### config.mk
export PLATFORM = sky130hd
export DESIGN_NAME = wca_port_interface
export DESIGN_NICKNAME = d
export VERILOG_FILES = /design/src/rtl/wca_port_interface.sv
export SDC_FILE = /design/constraint.sdc
export NUM_CORES = 1
export LEC_CHECK = 0
export CELL_PAD_IN_SITES_DETAIL_PLACEMENT = 1
export CELL_PAD_IN_SITES_GLOBAL_PLACEMENT = 1
export CORE_MARGIN = 2
export CORE_UTILIZATION = 44
export CTS_BUF_LIST = sky130_fd_sc_hd__clkbuf_2
export CTS_CLUSTER_DIAMETER = 100
export DETAILED_ROUTE_END_ITERATION = 8
export MAX_ROUTING_LAYER = met4
export PLACE_DENSITY = 0.89
export SLEW_MARGIN = 20
export SYNTH_ARGS = -nofsm -noshare
export SYNTH_HDL_FRONTEND = slang
export SYNTH_SLANG_ARGS = --single-unit
### constraint.sdc
create_clock -name clk -period 12.4 [get_ports clk]
set_clock_uncertainty 0.05 [all_clocks]
set_input_delay 3.72 -clock clk [delete_from_list [all_inputs] [get_ports clk]]
set_output_delay 3.72 -clock clk [all_outputs]
set_load 0.005 [all_outputs]
### src/rtl/wca_port_interface.sv
// Port interface stage: executes {addr, cmd} from the port controller against the
// host slave-FIFO bus and the selected port's data path, reporting status back.
module wca_port_interface #(
    parameter int NBITS_ADDR     = 2,
    parameter int DWIDTH         = 16,
    parameter int BURST_LEN      = 256,
    parameter int ADDR_SETUP     = 2,
    parameter int TIMEOUT_CYCLES = 1024,
    localparam int CW = $clog2(BURST_LEN + 1)
) (
    input  logic                  clk,
    input  logic                  reset,
    input  logic [NBITS_ADDR+1:0] pif_ctrl,
    output logic [6:0]            pif_status,
    output logic [NBITS_ADDR-1:0] host_addr,
    input  logic [DWIDTH-1:0]     host_data_in,
    output logic [DWIDTH-1:0]     host_data_out,
    output logic                  host_oe,
    output logic                  host_rd,
    output logic                  host_wr,
    output logic                  host_pktend,
    input  logic                  host_empty,
    input  logic                  host_full,
    output logic [DWIDTH-1:0]     port_data_out,
    output logic                  port_we,
    input  logic [DWIDTH-1:0]     port_data_in,
    output logic                  port_re,
    output logic [CW-1:0]         xfer_count,
    output logic                  timeout
);

    localparam int SW = $clog2(ADDR_SETUP + 1);
    localparam int TW = $clog2(TIMEOUT_CYCLES + 1);
    localparam logic [CW-1:0] BURST      = CW'(BURST_LEN);
    localparam logic [SW-1:0] SETUP_LAST = SW'(ADDR_SETUP - 1);
    localparam logic [TW-1:0] STALL_LAST = TW'(TIMEOUT_CYCLES - 1);

    typedef enum logic [2:0] {
        S_IDLE   = 3'd0,
        S_SETUP  = 3'd1,
        S_READ   = 3'd2,
        S_WRITE  = 3'd3,
        S_PKTEND = 3'd4,
        S_DONE   = 3'd5
    } state_t;

    state_t state, state_next;

    logic [1:0]            cmd;
    logic [NBITS_ADDR-1:0] addr;
    logic [1:0]            cmd_q;
    logic [SW-1:0]         setup_cnt;
    logic [CW-1:0]         count;
    logic [CW-1:0]         issued;
    logic [TW-1:0]         stall;
    logic                  io_busy;
    logic                  fifo_full;
    logic                  fifo_empty;
    logic [2:0]            io_state;
    logic                  blocked;
    logic                  abort;
    logic                  transfer;

    // Two-entry WRITE buffer: port words land here until the host FIFO accepts them.
    logic [DWIDTH-1:0]     wbuf [2];
    logic                  wr_ptr;
    logic                  rd_ptr;
    logic [1:0]            occ;
    logic                  rd_pend;

    assign cmd  = pif_ctrl[1:0];
    assign addr = pif_ctrl[NBITS_ADDR+1:2];

    assign io_state      = state;
    assign pif_status    = {fifo_full, fifo_empty, io_busy, io_state, clk};
    assign host_data_out = wbuf[rd_ptr];
    assign transfer      = host_rd | host_wr | port_re | host_pktend;

    always_comb begin
        state_next  = state;
        host_rd     = 1'b0;
        host_wr     = 1'b0;
        port_re     = 1'b0;
        host_pktend = 1'b0;
        host_oe     = 1'b0;
        blocked     = 1'b0;
        abort       = 1'b0;
        case (state)
            S_IDLE: begin
                if (cmd != 2'd0)
                    state_next = S_SETUP;
            end
            S_SETUP: begin
                if (setup_cnt == SETUP_LAST) begin
                    case (cmd_q)
                        2'd1:    state_next = S_READ;
                        2'd2:    state_next = S_WRITE;
                        default: state_next = S_PKTEND;
                    endcase
                end
            end
            S_READ: begin
                host_rd = ~host_empty & (count < BURST);
                blocked = host_empty & (count < BURST);
                // Wait for the last registered port_we to drain before finishing.
                if (count == BURST && !port_we) begin
                    state_next = S_DONE;
                end else if (blocked && stall == STALL_LAST) begin
                    abort      = 1'b1;
                    state_next = S_DONE;
                end
            end
            S_WRITE: begin
                host_oe = 1'b1;
                port_re = (issued < BURST) & ((occ + {1'b0, rd_pend}) < 2'd2);
                host_wr = (occ != 2'd0) & ~host_full;
                blocked = (occ != 2'd0) & host_full;
                if (count == BURST && occ == 2'd0 && !rd_pend) begin
                    state_next = S_DONE;
                end else if (blocked && stall == STALL_LAST) begin
                    abort      = 1'b1;
                    state_next = S_DONE;
                end
            end
            S_PKTEND: begin
                host_oe     = 1'b1;
                host_pktend = ~host_full;
                blocked     = host_full;
                if (!host_full) begin
                    state_next = S_DONE;
                end else if (stall == STALL_LAST) begin
                    abort      = 1'b1;
                    state_next = S_DONE;
                end
            end
            S_DONE: begin
                // Only a fresh IDLE cmd re-arms; a held cmd cannot re-trigger.
                if (cmd == 2'd0)
                    state_next = S_IDLE;
            end
            default: state_next = S_IDLE;
        endcase
    end

    always_ff @(posedge clk) begin
        if (reset) begin
            state         <= S_IDLE;
            io_busy       <= 1'b0;
            fifo_full     <= 1'b0;
            fifo_empty    <= 1'b0;
            timeout       <= 1'b0;
            port_we       <= 1'b0;
            port_data_out <= '0;
            rd_pend       <= 1'b0;
            host_addr     <= '0;
            cmd_q         <= 2'd0;
            setup_cnt     <= '0;
            count         <= '0;
            issued        <= '0;
            stall         <= '0;
            xfer_count    <= '0;
            wbuf[0]       <= '0;
            wbuf[1]       <= '0;
            wr_ptr        <= 1'b0;
            rd_ptr        <= 1'b0;
            occ           <= 2'd0;
        end else begin
            state      <= state_next;
            io_busy    <= (state_next != S_IDLE);
            fifo_full  <= host_full;
            fifo_empty <= host_empty;
            timeout    <= abort;
            port_we    <= host_rd;
            rd_pend    <= port_re;
            if (host_rd)
                port_data_out <= host_data_in;

            if (state == S_SETUP)
                setup_cnt <= setup_cnt + 1'b1;
            if ((host_rd || host_wr) && count < BURST)
                count <= count + 1'b1;
            if (port_re)
                issued <= issued + 1'b1;
            if (transfer)
                stall <= '0;
            else if (blocked)
                stall <= stall + 1'b1;

            if (state == S_IDLE && cmd != 2'd0) begin
                host_addr <= addr;
                cmd_q     <= cmd;
                setup_cnt <= '0;
                count     <= '0;
                issued    <= '0;
                stall     <= '0;
            end

            // Leaving WRITE (normally or on abort) drops whatever is still buffered.
            if (state_next != S_WRITE) begin
                occ    <= 2'd0;
                wr_ptr <= 1'b0;
                rd_ptr <= 1'b0;
            end else begin
                if (rd_pend) begin
                    wbuf[wr_ptr] <= port_data_in;
                    wr_ptr       <= ~wr_ptr;
                end
                if (host_wr)
                    rd_ptr <= ~rd_ptr;
                occ <= occ + {1'b0, rd_pend} - {1'b0, host_wr};
            end

            if (state != S_DONE && state_next == S_DONE)
                xfer_count <= count;
        end
    end

endmodule

==> flow_results.xml <==
<?xml version="1.0" encoding="UTF-8"?>
<metrics>
  <group name="run_status">
    <metric name="outcome" unit="">finished, final reports clean</metric>
  </group>
  <group name="placement">
    <metric name="detailed_place_hpwl" unit="mm">8.41</metric>
    <metric name="finalWeightedCongestion" unit="">0.822</metric>
    <metric name="placed_cells_incl_taps" unit="">674</metric>
    <metric name="area_post_placement" unit="sq mm">0.00573</metric>
    <metric name="io_buffers" unit="">96</metric>
  </group>
  <group name="synth">
    <metric name="total_number_of_yosys_warnings" unit="">0</metric>
    <metric name="postSynth.asyncResetShare" unit="">0</metric>
    <metric name="share_of_yosys_cell_area_claimed_by_the_top_area_cell_type" unit="">0.314</metric>
    <metric name="netlist_top_cells_area" unit="">sky130_fd_sc_hd__dfxtp_1 31%, sky130_fd_sc_hd__edfxtp_1 20%, sky130_fd_sc_hd__nand2_1 5.2%, sky130_fd_sc_hd__nor2_1 3.9%, sky130_fd_sc_hd__mux2_2 3.8%</metric>
    <metric name="syn_avg_cell_area" unit="sq um">10.2</metric>
    <metric name="synth_seq_cells" unit="">106</metric>
    <metric name="dominantRegCellSynth" unit="">sky130_fd_sc_hd__dfxtp_1</metric>
    <metric name="synth_largest_area_cell" unit="">sky130_fd_sc_hd__dfxtp_1</metric>
    <metric name="ys_types" unit="">64</metric>
    <metric name="ys_seq_area_frac" unit="">0.518</metric>
    <metric name="syn-num-nets" unit="">510</metric>
    <metric name="synthesis.instances" unit="">462</metric>
    <metric name="synth-edff-count" unit="">32</metric>
    <metric name="netlist_area" unit="sq mm">0.00472</metric>
  </group>
  <group name="floorplanning">
    <metric name="die_area" unit="sq mm">0.0116</metric>
    <metric name="dieWidth" unit="microns">108</metric>
    <metric name="floorplan.initialDensity" unit="">0.455</metric>
    <metric name="io_pins" unit="">97</metric>
    <metric name="die_height" unit="microns">108</metric>
    <metric name="row_count" unit="">37</metric>
    <metric name="core_ar" unit="sq mm">0.0104</metric>
  </group>
  <group name="grt">
    <metric name="pin_count_of_the_biggest_net_entering_global_routing" unit="">30</metric>
    <metric name="grt.overflow.total" unit="">0</metric>
    <metric name="global_route_usage_over_all_layers" unit="">0.209</metric>
    <metric name="initial_antenna_violation_count" unit="">0</metric>
    <metric name="grt_pass1_wl" unit="mm">18.3</metric>
    <metric name="vias_in_the_first_global_route" unit="">3822</metric>
  </group>
  <group name="worst_setup_path">
    <metric name="crit_buf_inv" unit="">3</metric>
    <metric name="crit_path_end_kind" unit="">output pin</metric>
    <metric name="timing.critical_path.mode_cell" unit="">sky130_fd_sc_hd__clkbuf_2</metric>
    <metric name="cp_slowest_cell" unit="">sky130_fd_sc_hd__clkdlybuf4s50_1</metric>
    <metric name="regToRegEndpoint" unit="">xfer_count[4]$_SDFFE_PP0P_</metric>
    <metric name="critical_path.cell_chain" unit="">clkbuf_2, clkbuf_2, clkdlybuf4s50_1</metric>
    <metric name="critPathKind" unit="">clock port to output pin</metric>
    <metric name="r2r_start" unit="">count[0]$_SDFFE_PP0P_</metric>
    <metric name="start_kind" unit="">clock port</metric>
    <metric name="crit_fanout" unit="">3</metric>
    <metric name="reg2reg_setup_slack" unit="ns">9.68</metric>
    <metric name="worstPathRequired" unit="ns">8.63</metric>
    <metric name="critical_path.top_delay_family" unit="">buffers and inverters</metric>
    <metric name="cp_slowest_stage_delay" unit="ns">0.43</metric>
    <metric name="crit_arrival" unit="ns">6.80</metric>
    <metric name="worst_r2r_path_depth" unit="">8</metric>
  </group>
  <group name="routing">
    <metric name="first_pass_iters" unit="">6</metric>
    <metric name="vias_per_cell" unit="">5.18</metric>
    <metric name="wl" unit="mm">11.3</metric>
    <metric name="routedWlPerCell" unit="microns">16.3</metric>
    <metric name="route.vias.total" unit="">3598</metric>
    <metric name="drt_drc_violations_left" unit="">0</metric>
    <metric name="drt-initial-drc-count" unit="">166</metric>
    <metric name="antenna_left" unit="">0</metric>
  </group>
  <group name="timing">
    <metric name="max_slew_headroom" unit="">0.507</metric>
    <metric name="worst_tran_pin_value" unit="ns">0.738</metric>
    <metric name="hold_viol_final" unit="">0</metric>
    <metric name="setup_viol_count_final" unit="">0</metric>
    <metric name="timing.setup.tns" unit="ns">0</metric>
    <metric name="hold_slack" unit="ns">0.429</metric>
    <metric name="rsz_0062_raised_after_global_routing" unit="">no</metric>
    <metric name="slew_viol_final" unit="">0</metric>
  </group>
  <group name="power">
    <metric name="power.static_leakage" unit="nW">2.09</metric>
    <metric name="power-per-cell-area" unit="mW/mm^2">104</metric>
    <metric name="vdd.ir_drop.worst" unit="uV">46.5</metric>
    <metric name="total_power" unit="mW">0.614</metric>
  </group>
  <group name="cells_and_area">
    <metric name="drive_above_1_share" unit="">0.124</metric>
    <metric name="finish.cell_count_without_fillers" unit="">694</metric>
    <metric name="finish.net_count" unit="">600</metric>
    <metric name="synthToLayoutAreaGrowth" unit="%">24.6</metric>
    <metric name="final_area" unit="sq mm">0.00588</metric>
  </group>
  <group name="worst_hold_path">
    <metric name="hold-path-cell-count" unit="">2</metric>
    <metric name="hp-start" unit="">xfer_count[3]$_SDFFE_PP0P_</metric>
    <metric name="holdPathEnd" unit="">xfer_count[3]$_SDFFE_PP0P_</metric>
    <metric name="min_path_type" unit="">flip-flop to flip-flop</metric>
  </group>
  <group name="clocking">
    <metric name="post_cts_resize_count" unit="">0</metric>
    <metric name="tritoncts" unit="">done</metric>
    <metric name="clk_latency" unit="ns">0.70</metric>
    <metric name="cts_hold_buf" unit="">0</metric>
    <metric name="clk_pin_slew_worst_paths" unit="ns">0.30</metric>
    <metric name="post_cts_buffers" unit="">0</metric>
  </group>
  <group name="flow_run">
    <metric name="cap_violations" unit="">0</metric>
  </group>
</metrics>
## layer usage
metal  GRT usage  vias up  share of wire
li1            -     1744              -
met1       0.244     1732           0.42
met2       0.359      108           0.52
met3      0.0490       14          0.047
met4      0.0650        0          0.012
met5           -        -              0
## worst register-to-register path, stage by stage, from the launching register on
cell,delay (ns)
sky130_fd_sc_hd__dfxtp_1,0.47
sky130_fd_sc_hd__inv_1,0.10
sky130_fd_sc_hd__ha_1,0.15
sky130_fd_sc_hd__nor4b_1,0.49
sky130_fd_sc_hd__nand3b_1,0.24
sky130_fd_sc_hd__a21oi_2,0.25
sky130_fd_sc_hd__or2_2,0.18
sky130_fd_sc_hd__o211a_1,0.47
sky130_fd_sc_hd__mux2i_1,0.25
## logic make-up (layout without fill, tap and decap cells)
group | Yosys count | in the layout | share of synthesized area
XOR/XNOR | 27 | 27 | 0.0501
AO/OA/AOI/OAI | 45 | 45 | 0.0669
flip-flops | 106 | 106 | 0.518
adder cells (fa/ha/maj) | 8 | 8 | 0.0212
buffers and inverters | 36 | 131 | 0.0398
other | 0 | 1 | 0
multiplexers | 31 | 31 | 0.0700
AND/OR/NAND/NOR | 209 | 209 | 0.234
## cells in the mapped netlist, types with 2 or more instances
cell,instances
sky130_fd_sc_hd__dfxtp_1,74
sky130_fd_sc_hd__nand2_1,65
sky130_fd_sc_hd__nor2_1,49
sky130_fd_sc_hd__edfxtp_1,32
sky130_fd_sc_hd__and2_1,23
sky130_fd_sc_hd__a21oi_1,20
sky130_fd_sc_hd__mux2_2,16
sky130_fd_sc_hd__mux2i_1,15
sky130_fd_sc_hd__xnor2_1,15
sky130_fd_sc_hd__inv_1,12
sky130_fd_sc_hd__xor2_1,12
sky130_fd_sc_hd__and2_4,10
sky130_fd_sc_hd__clkbuf_1,10
sky130_fd_sc_hd__ha_1,8
sky130_fd_sc_hd__buf_4,5
sky130_fd_sc_hd__nand3_1,5
sky130_fd_sc_hd__nand4_1,5
sky130_fd_sc_hd__nor4_1,5
sky130_fd_sc_hd__o21ai_0,5
sky130_fd_sc_hd__and3_1,4
sky130_fd_sc_hd__buf_6,4
sky130_fd_sc_hd__nand2b_1,4
sky130_fd_sc_hd__nor2b_1,4
sky130_fd_sc_hd__or2_2,4
sky130_fd_sc_hd__or3_1,4
sky130_fd_sc_hd__and4_1,3
sky130_fd_sc_hd__buf_2,3
sky130_fd_sc_hd__nor3_1,3
sky130_fd_sc_hd__or4_1,3
sky130_fd_sc_hd__a31oi_1,2
sky130_fd_sc_hd__nor2_4,2
sky130_fd_sc_hd__nor4b_1,2
sky130_fd_sc_hd__o21a_1,2
sky130_fd_sc_hd__o22ai_1,2
## through the flow
stage / worst slack [ns] / utilization
2_1_floorplan: 2.32 / -
3_3_place_gp: 2.02 / 0.553
3_5_place_dp: 2.02 / 0.553
4_1_cts: 1.81 / 0.566
5_1_grt: 1.79 / 0.566
6_report: 1.83 / 0.567
## state kept, by name (all words and copies together), names as in the netlist, named ones only
register and flops:
io_state 3, port_we 1, count 9, wr_ptr 1, port_data_out 16, setup_cnt 2
io_busy 1, occ 2, fifo_empty 1, xfer_count 9, stall 11, fifo_full 1
rd_pend 1, host_addr 2, wbuf 32, timeout 1, rd_ptr 1, cmd_q 2
issued 9
## cells in the final DEF (no fill, tap or decap), types with 4 or more instances in the layout
cell type                         synthesis  final
sky130_fd_sc_hd__nand2b_1                 4      4
sky130_fd_sc_hd__and2_1                  23     23
sky130_fd_sc_hd__a21oi_1                 20     20
sky130_fd_sc_hd__nand2_1                 65     65
sky130_fd_sc_hd__mux2_2                  16     16
sky130_fd_sc_hd__nand3_1                  5      5
sky130_fd_sc_hd__nor2b_1                  4      4
sky130_fd_sc_hd__clkdlybuf4s50_1          0     96
sky130_fd_sc_hd__nor4_1                   5      5
sky130_fd_sc_hd__inv_1                   12     12
sky130_fd_sc_hd__or3_1                    4      4
sky130_fd_sc_hd__ha_1                     8      8
sky130_fd_sc_hd__mux2i_1                 15     15
sky130_fd_sc_hd__nor2_1                  49     49
sky130_fd_sc_hd__nand4_1                  5      5
sky130_fd_sc_hd__xor2_1                  12     12
sky130_fd_sc_hd__edfxtp_1                32     32
sky130_fd_sc_hd__and3_1                   4      4
sky130_fd_sc_hd__dfxtp_1                 74     74
sky130_fd_sc_hd__xnor2_1                 15     15
sky130_fd_sc_hd__or2_2                    4      4
sky130_fd_sc_hd__and2_4                  10     10
sky130_fd_sc_hd__clkbuf_2                 0     12
## worst max-delay path by stage
stage | start | to | slack [ns] | cells past startpoint
after global placement | clk | pif_status[0] | 2.02 | 1
after CTS | clk | pif_status[0] | 1.81 | 3
after global routing | clk | pif_status[0] | 1.79 | 3
after floorplan | clk | pif_status[0] | 2.32 | 1
final | clk | pif_status[0] | 1.83 | 3
after detailed placement | clk | pif_status[0] | 2.02 | 1
## power breakdown
group          switching, mW  internal [mW]
Sequential           0.00457          0.365
Clock                  0.127         0.0618
Combinational         0.0261         0.0294
Total                  0.158          0.456
## final cells by class
class,instances,area [sq um]
clock buffers,13,70.1
repair buffers,98,973
well taps,136,170
fillers,1179,4490
clock inverters,7,82.6
flip-flops and latches,106,2440
diodes,1,2.50
inverters,13,48.8
multi-input cells,320,2090
No activity file was read; power rests on OpenSTA's default activity.
